$ cat config.mk
export PLATFORM = sky130hd
export DESIGN_NAME = mem_bus_ctrl
export DESIGN_NICKNAME = d
export VERILOG_FILES = /design/src/rtl/mem_bus_ctrl.sv
export SDC_FILE = /design/constraint.sdc
export NUM_CORES = 1
export LEC_CHECK = 0
export ABC_CLOCK_PERIOD_IN_PS = 2900
export CAP_MARGIN = 5
export CORE_MARGIN = 2
export CORE_UTILIZATION = 30
export DETAILED_ROUTE_END_ITERATION = 8
export MAX_ROUTING_LAYER = met4
export PLACE_DENSITY = 0.58
export SYNTH_ARGS = -nofsm -noshare
export SYNTH_HDL_FRONTEND = slang
export SYNTH_SLANG_ARGS = --single-unit
$ cat constraint.sdc
create_clock -name clk -period 2.9 [get_ports clk]
set_input_delay 0.725 -clock clk [delete_from_list [all_inputs] [get_ports clk]]
set_output_delay 0.725 -clock clk [all_outputs]
set_load 0.1 [all_outputs]
$ cat src/rtl/mem_bus_ctrl.sv
// Data-memory access stage behind the MMU: runs one multi-cycle bus read or
// write with byte lanes. The pipeline is stalled until the access completes.
// Faulting or misaligned requests are rejected without a bus cycle.
//
// state  | meaning
// IDLE   | waiting for a request; faults and misalignment reported combinationally
// ACCESS | bus strobe active; wait-state counter running; timeout watchdog armed
// DONE   | strobes released, rdata_o valid, bus_err_o reports a timeout abort
module mem_bus_ctrl #(
  parameter int unsigned WAIT_CYCLES = 2,
  parameter int unsigned TIMEOUT     = 255
) (
  input  logic        clk,
  input  logic        clrn,
  input  logic        req_i,
  input  logic        we_i,
  input  logic [1:0]  size_i,
  input  logic        sign_i,
  input  logic [31:0] paddr_i,
  input  logic [31:0] wdata_i,
  input  logic        mmu_error_i,
  output logic [31:0] rdata_o,
  output logic        stall_o,
  output logic        mmu_fault_o,
  output logic        addr_err_o,
  output logic        bus_err_o,
  output logic [31:0] bus_addr_o,
  output logic [31:0] bus_wdata_o,
  output logic [3:0]  bus_be_o,
  output logic        bus_rd_o,
  output logic        bus_wr_o,
  input  logic [31:0] bus_rdata_i,
  input  logic        bus_ready_i
);

  typedef enum logic [1:0] {IDLE, ACCESS, DONE} state_t;

  localparam logic [7:0] WAIT_C  = 8'(WAIT_CYCLES);
  localparam logic [7:0] TO_LAST = 8'(TIMEOUT - 1);

  state_t      state_q, state_d;
  logic [7:0]  cnt_q, cnt_d;
  logic        we_q, we_d;
  logic [1:0]  size_q, size_d;
  logic        sign_q, sign_d;
  logic [31:0] addr_q, addr_d;
  logic [31:0] wdata_q, wdata_d;
  logic [3:0]  be_q, be_d;
  logic        rd_q, rd_d;
  logic        wr_q, wr_d;
  logic [31:0] rdata_q, rdata_d;
  logic        berr_q, berr_d;

  logic        misalign;
  logic        start;
  logic [3:0]  be_new;
  logic [31:0] wdata_new;
  logic [31:0] load_ext;
  logic [7:0]  ld_byte;
  logic [15:0] ld_half;

  // Request decode: alignment, byte lanes and lane-replicated store data.
  always_comb begin
    misalign  = 1'b0;
    be_new    = 4'b1111;
    wdata_new = wdata_i;
    case (size_i)
      2'b00: begin
        be_new    = 4'b0001 << paddr_i[1:0];
        wdata_new = {4{wdata_i[7:0]}};
      end
      2'b01: begin
        misalign  = paddr_i[0];
        be_new    = 4'b0011 << paddr_i[1:0];
        wdata_new = {2{wdata_i[15:0]}};
      end
      default: misalign = (paddr_i[1:0] != 2'b00);
    endcase
    start = req_i && !mmu_error_i && !misalign;
  end

  // Load alignment: pick the addressed lane, then sign- or zero-extend.
  always_comb begin
    ld_byte  = bus_rdata_i[{addr_q[1:0], 3'b000} +: 8];
    ld_half  = bus_rdata_i[{addr_q[1], 4'b0000} +: 16];
    load_ext = bus_rdata_i;
    case (size_q)
      2'b00:   load_ext = {{24{sign_q & ld_byte[7]}}, ld_byte};
      2'b01:   load_ext = {{16{sign_q & ld_half[15]}}, ld_half};
      default: load_ext = bus_rdata_i;
    endcase
  end

  // Next-state logic for the access sequencer and its registered outputs.
  always_comb begin
    state_d = state_q;
    cnt_d   = 8'd0;
    we_d    = we_q;
    size_d  = size_q;
    sign_d  = sign_q;
    addr_d  = addr_q;
    wdata_d = wdata_q;
    be_d    = be_q;
    rd_d    = rd_q;
    wr_d    = wr_q;
    rdata_d = rdata_q;
    berr_d  = berr_q;
    case (state_q)
      IDLE: begin
        if (start) begin
          state_d = ACCESS;
          we_d    = we_i;
          size_d  = size_i;
          sign_d  = sign_i;
          addr_d  = paddr_i;
          wdata_d = wdata_new;
          be_d    = be_new;
          rd_d    = !we_i;
          wr_d    = we_i;
        end
      end
      ACCESS: begin
        cnt_d = cnt_q + 8'd1;
        // Ready is checked before the watchdog so a coincident ready still completes.
        if (cnt_q >= WAIT_C && bus_ready_i) begin
          state_d = DONE;
          rd_d    = 1'b0;
          wr_d    = 1'b0;
          if (!we_q) rdata_d = load_ext;
        end else if (cnt_q == TO_LAST) begin
          state_d = DONE;
          rd_d    = 1'b0;
          wr_d    = 1'b0;
          berr_d  = 1'b1;
          rdata_d = 32'd0;
        end
      end
      DONE: begin
        state_d = IDLE;
        berr_d  = 1'b0;
      end
      default: state_d = IDLE;
    endcase
  end

  // State and output registers; reset abandons any transfer in flight.
  always_ff @(posedge clk or negedge clrn) begin
    if (!clrn) begin
      state_q <= IDLE;
      cnt_q   <= 8'd0;
      we_q    <= 1'b0;
      size_q  <= 2'b00;
      sign_q  <= 1'b0;
      addr_q  <= 32'd0;
      wdata_q <= 32'd0;
      be_q    <= 4'd0;
      rd_q    <= 1'b0;
      wr_q    <= 1'b0;
      rdata_q <= 32'd0;
      berr_q  <= 1'b0;
    end else begin
      state_q <= state_d;
      cnt_q   <= cnt_d;
      we_q    <= we_d;
      size_q  <= size_d;
      sign_q  <= sign_d;
      addr_q  <= addr_d;
      wdata_q <= wdata_d;
      be_q    <= be_d;
      rd_q    <= rd_d;
      wr_q    <= wr_d;
      rdata_q <= rdata_d;
      berr_q  <= berr_d;
    end
  end

  // The IDLE-cycle indications are gated by clrn so reset forces them low at once.
  assign stall_o     = (state_q == ACCESS) || (clrn && state_q == IDLE && start);
  assign mmu_fault_o = clrn && state_q == IDLE && req_i && mmu_error_i;
  assign addr_err_o  = clrn && state_q == IDLE && req_i && !mmu_error_i && misalign;
  assign bus_err_o   = berr_q;
  assign rdata_o     = rdata_q;
  assign bus_addr_o  = {addr_q[31:2], 2'b00};
  assign bus_wdata_o = wdata_q;
  assign bus_be_o    = be_q;
  assign bus_rd_o    = rd_q;
  assign bus_wr_o    = wr_q;

endmodule

==> impl_metrics.env, run 1 <==
export IMPL_start_util=0.3080
export IMPL_die_w_um=143.1
export IMPL_place_ws_ns=-0.08739
export IMPL_grt_pass1_vias=4917
export IMPL_clock_latency_ns=0.41
export IMPL_syn_cell_area_um2=5801
export IMPL_ant_nets=0
export IMPL_setup_viol=0
export IMPL_period_needed_ns=2.790
export IMPL_gp_congestion=0.8335
export IMPL_crit_path_max_fanout=3
export IMPL_crit_arrival_ns=2.07
export IMPL_clkSlewWorstSetupHoldPaths_ns=0.06
export IMPL_via_per_inst=4.787
export IMPL_cts_buffer_depth=2
export IMPL_utilization=0.4443
export IMPL_cts_buffers=17
export IMPL_synthCells=539
export IMPL_first_pass_iters=5
export IMPL_post_route_period_util=0.9621
export IMPL_layout_drive_gt1_share=0.2806
export IMPL_syn_area_per_cell_um2=10.76
export IMPL_stdcell_count=987
export IMPL_htreeDepth=4
export IMPL_yosys_top_cells_count="117 x dfrtp_1, 72 x nand2_1, 40 x mux2_2"
export IMPL_drcViolationCount=0
export IMPL_post_dp_hpwl_mm=11.73
export IMPL_globalRouteTotalUtil=0.1692
export IMPL_diodes=0
export IMPL_critPathMaxStageDelay_ns=0.57
export IMPL_grt_max_degree=118
export IMPL_setup_tns_ns=0
export IMPL_drt_first_iter_violations=234
export IMPL_synth_seq_cells=117
export IMPL_fin_nets=821
export IMPL_fillers=1774
export IMPL_async_reset_ff_frac=1.000
export IMPL_hold_violations=0
export IMPL_yosysTopAreaCellShare=0.5047
export IMPL_clkSinkCount=117
export IMPL_reg2regPathDepth=7
export IMPL_rsz0062_at_grt="no"
export IMPL_cts_root_buf="clkbuf_16"
export IMPL_crit_path_end_kind="output pin"
export IMPL_hold_path_class="in2async"
export IMPL_max_freq_mhz=358.4
export IMPL_grt_overflow_total=0
export IMPL_postCtsHoldBufs=0
export IMPL_cts_tree="yes"
export IMPL_slew_violations=0
export IMPL_grt_pass1_wl_mm=26.04
export IMPL_outcome="completed"
export IMPL_crit_type="in2out"
export IMPL_skew_ns=0.006917
export IMPL_fp_dieH_um=143.1
export IMPL_rows=50
export IMPL_drt_wirelength_per_cell_um=16.78
export IMPL_coreArea_um2=18830
export IMPL_synth_cell_types=49
export IMPL_portBuffers=208
export IMPL_area_growth_pct=44.22
export IMPL_relSlewSlack=0.5314
export IMPL_vias=4725
export IMPL_cp_slowest_cell="clkdlybuf4s50_1"
export IMPL_max_cap_violations=0
export IMPL_synth_edf_count=0
export IMPL_cp_start_kind="input port"
export IMPL_cp_required_ns=2.17
export IMPL_yosysWarnings=0
export IMPL_post_synth_top_count_cell="dfrtp_1"
export IMPL_yosysTopAreaCell="dfrtp_1"
export IMPL_die_area_um2=20460
export IMPL_setup_ws_ns=0.1099
export IMPL_routed_wl_mm=16.57
export IMPL_ios=211
export IMPL_worst_pin_slew_ns=0.7015
export IMPL_synthFlopType="dfrtp_1"
export IMPL_ys_top_cells_by_area="dfrtp_1 50%, mux2_2 7.8%, buf_4 4.7%, mux2i_1 4.7%, nand2_1 4.7%"
export IMPL_antenna_found_initial=0
export IMPL_crit_chain="clkdlybuf4s50_1 -> a21oi_4 -> or2_4 -> a21oi_2 -> nor2_4 -> buf_12"
export IMPL_ys_seq_area_frac=0.5047
export IMPL_dp_cells=955
## cell families after synthesis
| family | synth area share |
|---|---|
| buffers and inverters | 0.08952 |
| xor gates and xnor gates | 0.01057 |
| DFF | 0.5047 |
| and+or+nand+nor | 0.1139 |
| other | 0.0006465 |
| AOI/OAI and AO/OA | 0.1424 |
| adders and majority gates | 0.004313 |
| muxes | 0.1340 |
## path summary, 6_finish.rpt
| path | endpoint | slack (ns) | startpoint |
|---|---|---|---|
| setup / recovery | stall_o | 0.11 | paddr_i[1] |
| hold / removal | bus_wdata_o[28] | 0.48 | clrn |
| setup reg to reg | rdata_o[19] | 0.57 | cnt_q[0] |
| hold reg to reg | bus_wdata_o[31] | 0.48 | bus_wdata_o[31] |
| max in group asynchronous | cnt_q[4] | 1.92 | clrn |
| min in group clk | bus_wdata_o[31] | 0.48 | bus_wdata_o[31] |
## through the flow
stage,area [um2],hold WS (ns)
floorplan,5847,0.4294
global placement,7726,0.4645
detailed placement,7726,0.4717
CTS,8356,0.4842
global route,8366,0.4919
finish,8366,0.4757
## layout make-up
type                       count  area [um2]  share of cell area
timing repair buffer         225        2037              0.2435
inverter                      12       45.04            0.005384
tap                          260       325.3             0.03889
sequential                   117        2928              0.3500
clock inverter                 8       120.1             0.01436
multi-input combinational    341        2409              0.2879
clock buffer                  24       501.7             0.05998
## sequential cells by signal, summed over array words and instances (netlist names)
register     count
rdata_o         32
addr_q          32
bus_wr_o         1
state_q          2
bus_rd_o         1
cnt_q            8
we_q             1
bus_be_o         4
size_q           2
bus_wdata_o     32
bus_err_o        1
sign_q           1
## worst max-delay path: cells and delay by family
kind                   cells  cell delay [ns]
AO/OA/AOI/OAI              2             0.28
buffers and inverters      2             0.74
AND/OR/NAND/NOR            2             0.31
## metal layers
metal / global-route usage / up-vias / share of wire
met3: 0.04930 / 9 / 0.072
met5: - / - / 0
met1: 0.2103 / 2297 / 0.45
met4: 0.05524 / 0 / 0.0098
li1: - / 2248 / -
met2: 0.2652 / 171 / 0.47
## timing repair
| action | in CTS | in global routing |
|---|---|---|
| gates resized for setup | 2 | 2 |
| setup buffers | 0 | 0 |
| endpoints found under the setup margin | 1 | 1 |
## cell usage in the layout (no fill, tap or decap), types with 4 or more instances in the layout
master           synthesis  routed
clkbuf_16                0      17
clkdlybuf4s50_1          0     102
mux2_2                  40      40
o22ai_1                 23      23
buf_4                   36     115
nor2_1                  25      24
clkbuf_8                 0       5
inv_1                   12      12
nand2_1                 72      72
nor2b_1                 19      19
nor3_1                   5       4
xor2_1                   6       6
a21oi_1                 13      11
a221o_1                  8       8
buf_12                   0       7
a222oi_1                 7       7
o21ai_0                 35      35
mux2i_1                 27      27
o32ai_1                 18      18
dfrtp_1                117     117
Power of run 1 is left out: the tool's default activity adds up to more than one toggle a clock period on the data nets, which glitch-free logic cannot reach.
==> inputs of run 2 (changes only) <==
- CTS_CLUSTER_SIZE: unset -> 25
==> results of run 2 <==
Final layout, timing and power as in run 1 (identical DEF).
Power of run 2 is left out for the same reason.
